==> config.mk <==
export PLATFORM = sky130hd
export DESIGN_NAME = funcunit_ctrl
export DESIGN_NICKNAME = d
export VERILOG_FILES = /design/src/rtl/funcunit_ctrl.sv
export SDC_FILE = /design/constraint.sdc
export NUM_CORES = 1
export LEC_CHECK = 0
export ABC_AREA = 1
export CAP_MARGIN = 20
export CORE_ASPECT_RATIO = 1.25
export CORE_MARGIN = 2
export CORE_UTILIZATION = 30
export CTS_CLUSTER_SIZE = 25
export DETAILED_ROUTE_END_ITERATION = 16
export PLACE_DENSITY_LB_ADDON = 0.05
export SYNTH_ARGS = -nofsm -noshare
export SYNTH_HDL_FRONTEND = slang
export SYNTH_SLANG_ARGS = --single-unit
==> constraint.sdc <==
create_clock -name CLK -period 2.4 [get_ports CLK]
set_input_delay 0.48 -clock CLK [delete_from_list [all_inputs] [get_ports CLK]]
set_output_delay 0.48 -clock CLK [all_outputs]
set_load 0.01 [all_outputs]
==> src/rtl/funcunit_ctrl.sv <==
// Multi-cycle sequencer issuing ALU ops and PC-relative branches to the 16-bit function unit.
// Every output except INSTR_READY is registered alongside the FSM state.
module funcunit_ctrl #(
  parameter int unsigned PC_W = 8
) (
  input  logic            CLK,
  input  logic            RESET,
  input  logic            INSTR_VALID,
  input  logic [15:0]     INSTR,
  output logic            INSTR_READY,
  output logic [3:0]      FS,
  output logic [2:0]      AA,
  output logic [2:0]      BA,
  output logic [2:0]      DA,
  output logic            RW,
  input  logic            V,
  input  logic            C,
  input  logic            N,
  input  logic            Z,
  output logic [PC_W-1:0] PC,
  output logic [3:0]      FLAGS,
  output logic            BR_TAKEN,
  output logic            DONE
);

  localparam logic [3:0] FsHold = 4'b1111;

  typedef enum logic [1:0] {StIdle, StIssue, StWb, StBr} state_t;

  state_t          state;
  logic [11:0]     ir;
  logic [PC_W-1:0] off_ext;
  logic [PC_W-1:0] pc_inc;

  // FLAGS is ordered {V,C,N,Z}
  function automatic logic cond_met(input logic [2:0] cc, input logic [3:0] f);
    logic r;
    case (cc)
      3'b000:  r = 1'b1;
      3'b001:  r = f[0];
      3'b010:  r = ~f[0];
      3'b011:  r = f[1];
      3'b100:  r = ~f[1];
      3'b101:  r = f[2];
      3'b110:  r = f[3];
      default: r = 1'b0;
    endcase
    return r;
  endfunction

  assign off_ext     = PC_W'($signed(ir[8:0]));
  assign pc_inc      = PC + PC_W'(1);
  assign INSTR_READY = (state == StIdle) && !RESET;

  always_ff @(posedge CLK) begin
    if (RESET) begin
      state    <= StIdle;
      ir       <= '0;
      PC       <= '0;
      FLAGS    <= '0;
      FS       <= FsHold;
      AA       <= '0;
      BA       <= '0;
      DA       <= '0;
      RW       <= 1'b0;
      BR_TAKEN <= 1'b0;
      DONE     <= 1'b0;
    end else begin
      // Outputs are loaded for the state being entered; anything not loaded falls to idle values.
      FS       <= FsHold;
      AA       <= '0;
      BA       <= '0;
      DA       <= '0;
      RW       <= 1'b0;
      BR_TAKEN <= 1'b0;
      DONE     <= 1'b0;
      case (state)
        StIdle: begin
          if (INSTR_VALID) begin
            ir <= INSTR[11:0];
            if (INSTR[15:12] != 4'hF) begin
              state <= StIssue;
              FS    <= INSTR[15:12];
              AA    <= INSTR[8:6];
              BA    <= INSTR[5:3];
            end else begin
              // FLAGS cannot change before the branch resolves, so decide it now.
              state    <= StBr;
              BR_TAKEN <= cond_met(INSTR[11:9], FLAGS);
              DONE     <= 1'b1;
            end
          end
        end
        StIssue: begin
          state <= StWb;
          RW    <= 1'b1;
          DA    <= ir[11:9];
          AA    <= ir[8:6];
          BA    <= ir[5:3];
          DONE  <= 1'b1;
        end
        StWb: begin
          FLAGS <= {V, C, N, Z};
          PC    <= pc_inc;
          state <= StIdle;
        end
        StBr: begin
          PC    <= BR_TAKEN ? pc_inc + off_ext : pc_inc;
          state <= StIdle;
        end
        default: state <= StIdle;
      endcase
    end
  end

endmodule

==> results.ini <==
[hold_path]
hold_depth=2
hp-class=reg2reg
holdCritStartpoint=ir[10]
min_to=DA[1]

[timing]
tightest_slew_ns=0.4341
whs_ns=0.4425
tns_ns=0
period_minus_slack_ns=2.200
drv_slew=0
rsz0062_at_grt=false
min_period_over_period=0.9167
setup_viol=0
fmax_ghz=0.4545
skew_ns=0.004986
relSlewSlack=0.7096
hold_violations=0

[layout]
drive_above_1_share=0.1170
antenna_cells=0
synthToLayoutAreaGrowth_pct=38.26
fin_area_sq_mm=0.002835
fillers=701
final_nets=374
fin_util=0.4292

[global_routing]
grt_usage=0.1496
grt_max_degree=21
grt_antenna_before_repair=0
grt_pass1_wl_mm=8.783
grt_overflow=0
grt_pass1_vias=1948

[power_and_ir_drop]
internal_power_w=0.001158
netSwitchingFraction=0.2561
power.density_mw_per_mm2=548.9
p_clk_frac=0.368
p_comb_frac=0.149
max-vdd-ir-drop_v=0.0003127
leakagePower_nw=1.210
seq_power_share=0.483
finalPower_w=0.001556
p_sw_w=0.0003985

[floorplan]
die_height_um=96.44
initial_core_util=0.3104
core_sq_mm=0.006606
die_w_um=77.95
rows=33
dieArea_sq_mm=0.007517
io_pins=52

[clock_network]
clk_path_buf_depth=2
cts-root-buf=clkbuf_8
path_clk_slew_ns=0.09
insertion_delay_ns=0.30
cts_made_buffers=5
cts_tree=built
h-tree-depth=2
cts_num_sinks=42

[critical_path]
r2r_end=PC[7]
cp_max_fo=5
critical_path_class=reg2reg
required_ns=2.64
critPathCaptureType=flip-flop
r2r-start=PC[1]
cp.arrival_ns=2.44
crit_path_start_kind=flip-flop
reg2regPathDepth=16
reg2reg_slack_ns=0.20

[route]
viasPerCell=4.548
wl_per_cell_um=12.20
ant_nets=0
post-route-drc-count=0
dr.pass1.iters=4
drt-initial-drc-count=90
routed_wl_mm=5.235
vias=1951

[yosys]
avgSynthCellArea_sq_um=7.350
yosysSeqAreaShare=0.4100
yosysWarnings=0
synthesis.nets=312
synth.distinct_cells=34
synth_top_family_by_area=simple AND/OR/NAND/NOR gates
synth_cells=279
synth_simple_gate_area_frac=0.2617
ys_seq_elements=42
synthAdderAreaFrac=0.06467
synthXorXnorAreaFrac=0.02563
syn_area_sq_mm=0.002051
synthMuxAreaShare=0
synth-compound-area-share=0.1562

[placed_design]
dp_hpwl_mm=4.111
numPortBuffers=51
placed_cell_area_sq_mm=0.002705
gp_congestion=0.8235

[job]
drv_cap=0

[run_status]
status=complete, no violations

worst max-delay path by stage:
stage | endpoint | startpoint
2_1_floorplan | PC[7] | PC[1]
3_3_place_gp | INSTR_READY | RESET
3_5_place_dp | INSTR_READY | RESET
4_1_cts | PC[7] | PC[1]
5_1_grt | PC[7] | PC[1]
6_report | PC[7] | PC[1]
power groups by stage:
| stage | combinational (W) | sequential, W | clock, W |
|---|---|---|---|
| 6_report | 0.000232 | 0.000752 | 0.000572 |
| 5_1_grt | 0.000262 | 0.000758 | 0.000622 |
| 4_1_cts | 0.000236 | 0.000753 | 0.000601 |
| 3_5_place_dp | 0.000236 | 0.000769 | 0 |
| 3_3_place_gp | 0.000236 | 0.000769 | 0 |
| 2_1_floorplan | 0.000112 | 0.000773 | 0 |
layout make-up:
class | count | area (sq um) | area share
Clock buffer | 5 | 68.82 | 0.02427
Multi-Input combinational cell | 194 | 1049 | 0.3698
Inverter | 38 | 142.6 | 0.05031
Sequential cell | 42 | 842.1 | 0.2970
Tap cell | 87 | 108.9 | 0.03839
Clock inverter | 3 | 43.79 | 0.01545
Timing Repair Buffer | 60 | 580.6 | 0.2048
repair_timing:
| item | in CTS | in global routing |
|---|---|---|
| buffers inserted | 0 | 1 |
| hold buffers | 0 | 0 |
| endpoints found under the setup margin | 0 | 2 |
| resized for setup | 0 | 4 |
| endpoints found under the hold margin | 0 | 0 |
stage by stage:
| step | instances | setup slack (ns) |
|---|---|---|
| finish | 429 | 0.1999 |
| global placement | 420 | 0.1218 |
| global route | 429 | 0.002263 |
| CTS | 428 | 0.09050 |
| detailed placement | 420 | 0.1081 |
| floorplan | 279 | 0.2789 |
placed cells by master (no fill, tap or decap), types with 2 or more instances in the layout:
| master | instances |
|---|---|
| nor2_2 | 4 |
| nor3_1 | 2 |
| xnor2_1 | 2 |
| clkdlybuf4s50_1 | 50 |
| ha_1 | 9 |
| o21bai_1 | 2 |
| o21ai_0 | 18 |
| inv_1 | 33 |
| o22ai_1 | 2 |
| xor2_1 | 4 |
| clkbuf_8 | 5 |
| nor2_1 | 40 |
| a21oi_1 | 26 |
| inv_2 | 4 |
| dfxtp_1 | 41 |
| nand3_1 | 11 |
| nor2_4 | 2 |
| nand2_1 | 48 |
| o211ai_1 | 3 |
| nand2_2 | 5 |
| a21oi_2 | 2 |
| nand3_2 | 4 |
| buf_4 | 9 |
| nand4_1 | 2 |
cell usage after synthesis:
| library cell | n | share of area |
|---|---|---|
| clkinv_1 | 1 | 0.0018 |
| nand2_2 | 5 | 0.015 |
| dfxtp_1 | 42 | 0.41 |
| nand4_1 | 2 | 0.0061 |
| nor2_2 | 3 | 0.0092 |
| o21bai_1 | 2 | 0.0073 |
| o21a_1 | 1 | 0.0037 |
| fa_1 | 1 | 0.0098 |
| buf_2 | 2 | 0.0049 |
| a21oi_2 | 1 | 0.0043 |
| nand2_1 | 48 | 0.088 |
| o211ai_1 | 3 | 0.011 |
| inv_1 | 33 | 0.060 |
| or2_0 | 1 | 0.0031 |
| o21ai_0 | 18 | 0.044 |
| nor2_4 | 2 | 0.011 |
| inv_2 | 4 | 0.0073 |
| xor2_1 | 4 | 0.017 |
| nor2_1 | 41 | 0.075 |
| nor3_1 | 2 | 0.0049 |
| buf_1 | 1 | 0.0018 |
| nand3_1 | 11 | 0.027 |
| o221ai_1 | 1 | 0.0043 |
| a31oi_1 | 1 | 0.0031 |
| ha_1 | 9 | 0.055 |
| a21oi_1 | 27 | 0.066 |
| clkbuf_1 | 1 | 0.0018 |
| o21ai_1 | 1 | 0.0024 |
| a221oi_1 | 1 | 0.0043 |
| o22ai_1 | 2 | 0.0061 |
| buf_4 | 1 | 0.0037 |
| or2_2 | 1 | 0.0031 |
| nand3_2 | 4 | 0.020 |
| xnor2_1 | 2 | 0.0085 |
cell families (layout without fill, tap and decap cells):
kind of cell | Yosys count | in the layout
buf+inv | 43 | 106
flops | 42 | 42
xor+xnor | 6 | 6
simple gates | 120 | 120
fa+ha+maj | 10 | 10
compound gates | 58 | 58
layer usage:
metal  vias to the layer above  GRT usage  routed length [um]
met5                         -          0                   0
met2                        40     0.2737                2732
li1                       1024          -                   -
met3                         7    0.03439                 217
met1                       880     0.1711                2192
met4                         0    0.05409                  93
registers in the layout, indices dropped and copies added (netlist names), 2 cells and up:
register,count
ir,12
PC,8
FLAGS,4
FS,4
AA,3
BA,3
DA,3
state,2
critical path, stage by stage (launching register included):
cell,delay (ns)
dfxtp_2,0.37
ha_1,0.18
nand2_1,0.10
nor2_2,0.14
nand2_1,0.07
xor2_1,0.18
inv_1,0.08
ha_1,0.32
nand2_1,0.09
inv_1,0.04
nand2_1,0.07
nand2_1,0.05
a21oi_1,0.15
nand3_2,0.10
nand3_2,0.08
nand2_2,0.05
a21oi_2,0.10
Power figures use the tool's default switching activity.
